**config.mk**
```make
export PLATFORM = sky130hd
export DESIGN_NAME = pixel_streamer
export DESIGN_NICKNAME = d
export VERILOG_FILES = /design/src/rtl/pixel_streamer.sv
export SDC_FILE = /design/constraint.sdc
export NUM_CORES = 1
export LEC_CHECK = 0
export CAP_MARGIN = 20
export CORE_UTILIZATION = 30
export DETAILED_ROUTE_END_ITERATION = 10
export PLACE_DENSITY = 0.57
export SLEW_MARGIN = 0
export SYNTH_ARGS = -nofsm -noshare
export SYNTH_HDL_FRONTEND = slang
export SYNTH_SLANG_ARGS = --single-unit
export TNS_END_PERCENT = 10
```
**constraint.sdc**
```tcl
create_clock -name pxs_clk -period 3.1 [get_ports pxs_clk]
set_input_delay 0.62 -clock pxs_clk [delete_from_list [all_inputs] [get_ports pxs_clk]]
set_output_delay 0.62 -clock pxs_clk [all_outputs]
set_load 0.005 [all_outputs]
```
**src/rtl/pixel_streamer.sv**
```systemverilog
// Raster-order frame reader: issues pixel-memory reads, aligns the returned data with
// position tags through a one-stage delay, and presents each pixel with a one-cycle enable.
module pixel_streamer #(
  parameter  int DATA_WIDTH = 8,
  parameter  int IMG_W      = 32,
  parameter  int IMG_H      = 32,
  parameter  int ADDR_WIDTH = 10,
  localparam int ROW_W      = $clog2(IMG_H),
  localparam int COL_W      = $clog2(IMG_W)
) (
  input  logic                  pxs_clk,
  input  logic                  pxs_rst,
  input  logic                  pxs_start_i,
  input  logic                  pxs_hold_i,
  output logic                  pxs_rd_en_o,
  output logic [ADDR_WIDTH-1:0] pxs_rd_addr_o,
  input  logic [DATA_WIDTH-1:0] pxs_rd_data_i,
  output logic                  pxs_en_o,
  output logic [DATA_WIDTH-1:0] pxs_data_o,
  output logic [ROW_W-1:0]      pxs_row_o,
  output logic [COL_W-1:0]      pxs_col_o,
  output logic                  pxs_sof_o,
  output logic                  pxs_eol_o,
  output logic                  pxs_eof_o,
  output logic                  pxs_busy_o,
  output logic                  pxs_done_o
);

  typedef enum logic [1:0] {
    IDLE  = 2'd0,
    ISSUE = 2'd1,
    DRAIN = 2'd2
  } state_t;

  state_t                state;
  logic [ROW_W-1:0]      row_cnt;
  logic [COL_W-1:0]      col_cnt;
  logic [ADDR_WIDTH-1:0] addr_cnt;

  // Position and tags of the read currently on the memory bus (aligned with pxs_rd_en_o).
  logic [ROW_W-1:0]      iss_row;
  logic [COL_W-1:0]      iss_col;
  logic                  iss_sof;
  logic                  iss_eol;
  logic                  iss_eof;

  // Second stage: aligned with pxs_rd_data_i.
  logic                  dly_valid;
  logic [ROW_W-1:0]      dly_row;
  logic [COL_W-1:0]      dly_col;
  logic                  dly_sof;
  logic                  dly_eol;
  logic                  dly_eof;

  logic                  last_col;
  logic                  last_row;
  logic                  first_px;

  assign last_col = (col_cnt == COL_W'(IMG_W - 1));
  assign last_row = (row_cnt == ROW_W'(IMG_H - 1));
  assign first_px = (row_cnt == '0) && (col_cnt == '0);

  always_ff @(posedge pxs_clk or posedge pxs_rst) begin
    if (pxs_rst) begin
      state         <= IDLE;
      row_cnt       <= '0;
      col_cnt       <= '0;
      addr_cnt      <= '0;
      pxs_rd_en_o   <= 1'b0;
      pxs_rd_addr_o <= '0;
      iss_row       <= '0;
      iss_col       <= '0;
      iss_sof       <= 1'b0;
      iss_eol       <= 1'b0;
      iss_eof       <= 1'b0;
      pxs_busy_o    <= 1'b0;
      pxs_done_o    <= 1'b0;
    end else begin
      pxs_rd_en_o <= 1'b0;
      pxs_done_o  <= 1'b0;
      case (state)
        IDLE: begin
          if (pxs_start_i) begin
            state      <= ISSUE;
            row_cnt    <= '0;
            col_cnt    <= '0;
            addr_cnt   <= '0;
            pxs_busy_o <= 1'b1;
          end
        end
        ISSUE: begin
          if (!pxs_hold_i) begin
            pxs_rd_en_o   <= 1'b1;
            pxs_rd_addr_o <= addr_cnt;
            iss_row       <= row_cnt;
            iss_col       <= col_cnt;
            iss_sof       <= first_px;
            iss_eol       <= last_col;
            iss_eof       <= last_col && last_row;
            addr_cnt      <= addr_cnt + ADDR_WIDTH'(1);
            if (last_col) begin
              col_cnt <= '0;
              if (last_row) begin
                row_cnt <= '0;
                state   <= DRAIN;
              end else begin
                row_cnt <= row_cnt + ROW_W'(1);
              end
            end else begin
              col_cnt <= col_cnt + COL_W'(1);
            end
          end
        end
        DRAIN: begin
          // The final pixel is on the outputs this cycle; close the frame on the next edge.
          if (pxs_en_o && pxs_eof_o) begin
            state      <= IDLE;
            pxs_busy_o <= 1'b0;
            pxs_done_o <= 1'b1;
          end
        end
        default: state <= IDLE;
      endcase
    end
  end

  always_ff @(posedge pxs_clk or posedge pxs_rst) begin
    if (pxs_rst) begin
      dly_valid  <= 1'b0;
      dly_row    <= '0;
      dly_col    <= '0;
      dly_sof    <= 1'b0;
      dly_eol    <= 1'b0;
      dly_eof    <= 1'b0;
      pxs_en_o   <= 1'b0;
      pxs_data_o <= '0;
      pxs_row_o  <= '0;
      pxs_col_o  <= '0;
      pxs_sof_o  <= 1'b0;
      pxs_eol_o  <= 1'b0;
      pxs_eof_o  <= 1'b0;
    end else begin
      dly_valid <= pxs_rd_en_o;
      dly_row   <= iss_row;
      dly_col   <= iss_col;
      dly_sof   <= iss_sof;
      dly_eol   <= iss_eol;
      dly_eof   <= iss_eof;
      if (dly_valid) begin
        pxs_en_o   <= 1'b1;
        pxs_data_o <= pxs_rd_data_i;
        pxs_row_o  <= dly_row;
        pxs_col_o  <= dly_col;
        pxs_sof_o  <= dly_sof;
        pxs_eol_o  <= dly_eol;
        pxs_eof_o  <= dly_eof;
      end else begin
        // Data and position hold their last value; only the qualifiers drop.
        pxs_en_o  <= 1'b0;
        pxs_sof_o <= 1'b0;
        pxs_eol_o <= 1'b0;
        pxs_eof_o <= 1'b0;
      end
    end
  end

endmodule

```
**Word level (Yosys, flattened, before mapping)**

Cells that the tools add are included.
Widths: inputs -> output; s select.

- Add/sub/neg operators: 3
- Eq/ne operators: 9
- Mux-type cells: 28
- Bitwise gates (word level): 1
- Reductions and logical operators: 13

Operator list:

| kind | number |
|---|---|
| $mux 5 | 6 |
| $mux 10 | 2 |
| $pmux 10 s2 | 1 |
| $pmux 5 s2 | 2 |
| $add 10x1->10 const B | 1 |
| $add 5x1->5 const B | 2 |
| $eq 5x5->1 const B | 2 |
| $logic_not 5->1 | 2 |
| $mux 1 | 10 |
| $mux 2 | 5 |
| $ne 2x2->1 const B | 5 |
| $pmux 2 s3 | 1 |
| $reduce_and 3->1 | 2 |
| $reduce_and 5->1 | 1 |
| $reduce_and 4->1 | 1 |
| $reduce_bool 2->1 | 2 |
| $logic_and 1x1->1 | 3 |
| $eq 2x1->1 const B | 1 |
| $eq 2x2->1 const B | 1 |
| $logic_not 2->1 | 1 |
| $pmux 1 s2 | 1 |
| $reduce_and 2->1 | 1 |
| $not 1->1 | 1 |

- Flip-flop bits (word level): 84
- Input port bits: 12
- Output and inout bits: 35
- Word-level logic and storage cells: 80

**Logic depth before layout (Yosys ltp)**

- Depth after elaboration: 5
- Mapped depth: 7
- Gate-level depth less buffers: 6

**Worst setup path before layout**

Ideal clock, no wire load.

- Path kind: register to register
- From: register col_cnt[0]
- To: register col_cnt[3]
- Library setup time: 65 ps
- Arrival: 1945 ps
- Setup slack: 1090 ps
- Stages on the path, launching flop included: 7
- Path buffers: 0
- Path through: dfrtp_1 > ha_1 > and3_1 > ha_1 > or3b_2 > a2111oi_2 > a211o_1

- Word-level cells in the longest chain between the ends: 4
- Elaborated cells between the ends (all ways): 5
- Classes of those cells: 1 x add/sub; 1 x eq/ne; 3 x mux

RTL lines:

| what | RTL line | source |
|---|---|---|
| start, declared | 37 | `logic [COL_W-1:0] col_cnt;` |
| start signal, assigned | 110 | `col_cnt <= col_cnt + COL_W'(1);` |
| $eq 5x5->1 | 59 | `assign last_col = (col_cnt == COL_W'(IMG_W - 1));` |
| net last_col | 55 | `logic last_col;` |
| $mux 5 | 101 | `if (last_col) begin` |
| $mux 5 | 92 | `if (!pxs_hold_i) begin` |
| $pmux 5 s2 | 81 | `case (state)` |

The timed path passes the listed nets, and every way through them passes these cells. The select of a mux whose other input is x is not followed.
A chain may end at the register's enable or synchronous reset.

**Worst setup path in the final report**

- From: input port pxs_hold_i
- To: register addr_cnt[5]

- Word-level cells in the longest chain between the ends: 2

RTL lines:

| what | RTL line | source |
|---|---|---|
| start, declared | 14 | `input logic pxs_hold_i,` |
| $ne 2x2->1 (no source line) | n/a |  |
| $reduce_and 3->1 (no source line) | n/a |  |
| end signal, assigned | 100 | `addr_cnt <= addr_cnt + ADDR_WIDTH'(1);` |
| end, declared | 38 | `logic [ADDR_WIDTH-1:0] addr_cnt;` |

Every way passes these cells.

==> results.sh <==
export IMPL_dp_hpwl_um=4580
export IMPL_finalCritPeriodShare=0.735
export IMPL_max_cap_viol_count=0
export IMPL_syn_nets=311
export IMPL_clk_path_buf_depth=2
export IMPL_crit_type="in2reg"
export IMPL_pin_count=47
export IMPL_wl_per_cell_um=14.1
export IMPL_synth_cell_types=42
export IMPL_cp_start_kind="input pin"
export IMPL_via_per_inst=4.72
export IMPL_cp_arrival_ps=2520
export IMPL_synthArstFlopShare=1.00
export IMPL_synth_edff_count=0
export IMPL_cts_buffers=9
export IMPL_maxSlewViolCount=0
export IMPL_ys_ff_latch=84
export IMPL_clk_latency_ps=350
export IMPL_antennaDiodeCount=0
export IMPL_min_path_type="reg2reg"
export IMPL_syn_area_per_cell_um2=11.6
export IMPL_setup_worst_path_end_class="register"
export IMPL_worst_ep_required_time_ps=3340
export IMPL_place_congestion=0.811
export IMPL_die_height_um=108
export IMPL_finalSetupViolCount=0
export IMPL_final_setup_tns_ps=0
export IMPL_fmax_ghz=0.439
export IMPL_status="finished, final reports clean"
export IMPL_power_density_nw_per_um2=692
export IMPL_antenna_found_initial=0
export IMPL_final_common_cell="dfrtp_1"
export IMPL_ys_seq_area_frac=0.622
export IMPL_ys_flop_type="dfrtp_1"
export IMPL_cts_hold_buf=0
export IMPL_grt_max_degree=58
export IMPL_overflow=0
export IMPL_drive_gt1_frac=0.127
export IMPL_layout_min_cycle_time_ps=2280
export IMPL_drt_iter0_markers=121
export IMPL_syn_inst=292
export IMPL_die_w_um=108
export IMPL_slew_headroom=0.412
export IMPL_timing_rr_start="state[0]"
export IMPL_die_area_um2=11700
export IMPL_port_buffers=46
export IMPL_initial_core_util=0.310
export IMPL_nets=360
export IMPL_worstPathMaxFanout=30
export IMPL_grt_usage=0.129
export IMPL_vias=2294
export IMPL_synth_area_um2=3380
export IMPL_post_cts_setup_buffer_count=0
export IMPL_p_leak_uw=0.00192
export IMPL_yosysWarnings=0
export IMPL_dr_pass1_iters=4
export IMPL_ant_nets=0
export IMPL_drc_errors=0
export IMPL_startpoint="pxs_hold_i"
export IMPL_irDropWorstVdd_mv=0.278
export IMPL_wl_um=6830
export IMPL_post_cts_resized=0
export IMPL_worst_pin_slew_ps=882
export IMPL_clkTransAtPathRegs_ps=80
export IMPL_cts_tree="built"
export IMPL_hold_viol=0
export IMPL_grt_pass1_wl_um=11500
export IMPL_htreeDepth=3
export IMPL_total_power_uw=2930
export IMPL_hp_start="iss_col[4]"
export IMPL_final_cell_mix="dfrtp_1, nand2_1, clkdlybuf4s50_1"
export IMPL_cts_sinks=84
export IMPL_area_growth_pct=25.3
export IMPL_core_um2=10900
export IMPL_row_count=38
export IMPL_nFillCells=1089
export IMPL_grt_pass1_vias=2296
export IMPL_clock_skew_ps=9.40
export IMPL_root_buffer="clkbuf_8"
export IMPL_rsz0062_at_grt="no"
[layer usage]
layer,up-vias,wire [µm],track usage
li1,1105,-,-
met1,1125,3320,0.177
met2,55,3080,0.194
met3,9,339,0.0392
met4,0,87,0.0440
met5,-,0,0
[cell families after synthesis]
group	Yosys count	share of synthesized area
simple gates	116	0.167
flops	84	0.622
compound gates	40	0.0819
buf+inv	23	0.0311
mux	22	0.0719
fa+ha+maj	7	0.0259
[power breakdown]
part           switching [µW]  internal, µW  total [µW]
Clock                     406           484         890
Sequential                177          1320        1500
Combinational             232           305         537
Total                     815          2110        2930
[flip-flops by register name, summed over array words and instances (netlist names), 2 cells and up]
register	cells
addr_cnt	10
pxs_rd_addr_o	10
pxs_data_o	8
col_cnt	5
dly_col	5
dly_row	5
iss_col	5
iss_row	5
pxs_col_o	5
pxs_row_o	5
row_cnt	5
state	2
[worst paths after layout]
kind | cells past startpoint | slack [ps] | to
setup / recovery | 5 | 820 | addr_cnt[5]
hold / removal | 0 | 380 | dly_col[4]
setup reg to reg | 4 | 890 | addr_cnt[5]
hold reg to reg | 0 | 380 | dly_col[4]
max in group asynchronous | 3 | 1820 | pxs_row_o[4]
min in group asynchronous | 2 | 610 | pxs_data_o[0]
[cell usage after synthesis, types with 3 or more instances]
master    count  area share
nand2b_1      8       0.015
nor3b_1       3      0.0067
nor2_1        6      0.0067
ha_1          7       0.026
o21ai_0      19       0.028
mux2_2       18       0.060
and2_1        3      0.0056
nand2_1      64       0.071
a21oi_1       3      0.0044
mux2i_1       4       0.012
nand3_1      11       0.016
and3_1        4      0.0074
buf_2         3      0.0044
clkbuf_1      7      0.0078
nand4_1       5      0.0093
dfrtp_1      84        0.62
inv_1        10       0.011
[stage by stage]
stage               instances  area [µm²]  utilization  hold WS, ps  setup slack (ps)
CTS                       486        4230        0.389          385               834
floorplan                 292        3380            -          354               315
detailed placement        470        4000        0.367          366               466
finish                    486        4230        0.389          382               821
global placement          470        4000        0.367          364               579
global route              486        4230        0.389          399               647
[area by class of cell]
class / count / area, µm² / area share
timing repair buffer: 51 / 510 / 0.121
tap: 140 / 175 / 0.0414
inverter: 10 / 38.8 / 0.00917
clock inverter: 6 / 96.3 / 0.0228
clock buffer: 10 / 138 / 0.0325
sequential: 84 / 2100 / 0.497
multi-input combinational: 185 / 1170 / 0.277
[critical path, stage by stage]
cell and delay [ps]:
clkdlybuf4s50_1 480, or3b_4 560, inv_1 310, nor2_1 160, o41ai_1 380
No activity file was read; power rests on OpenSTA's default activity.
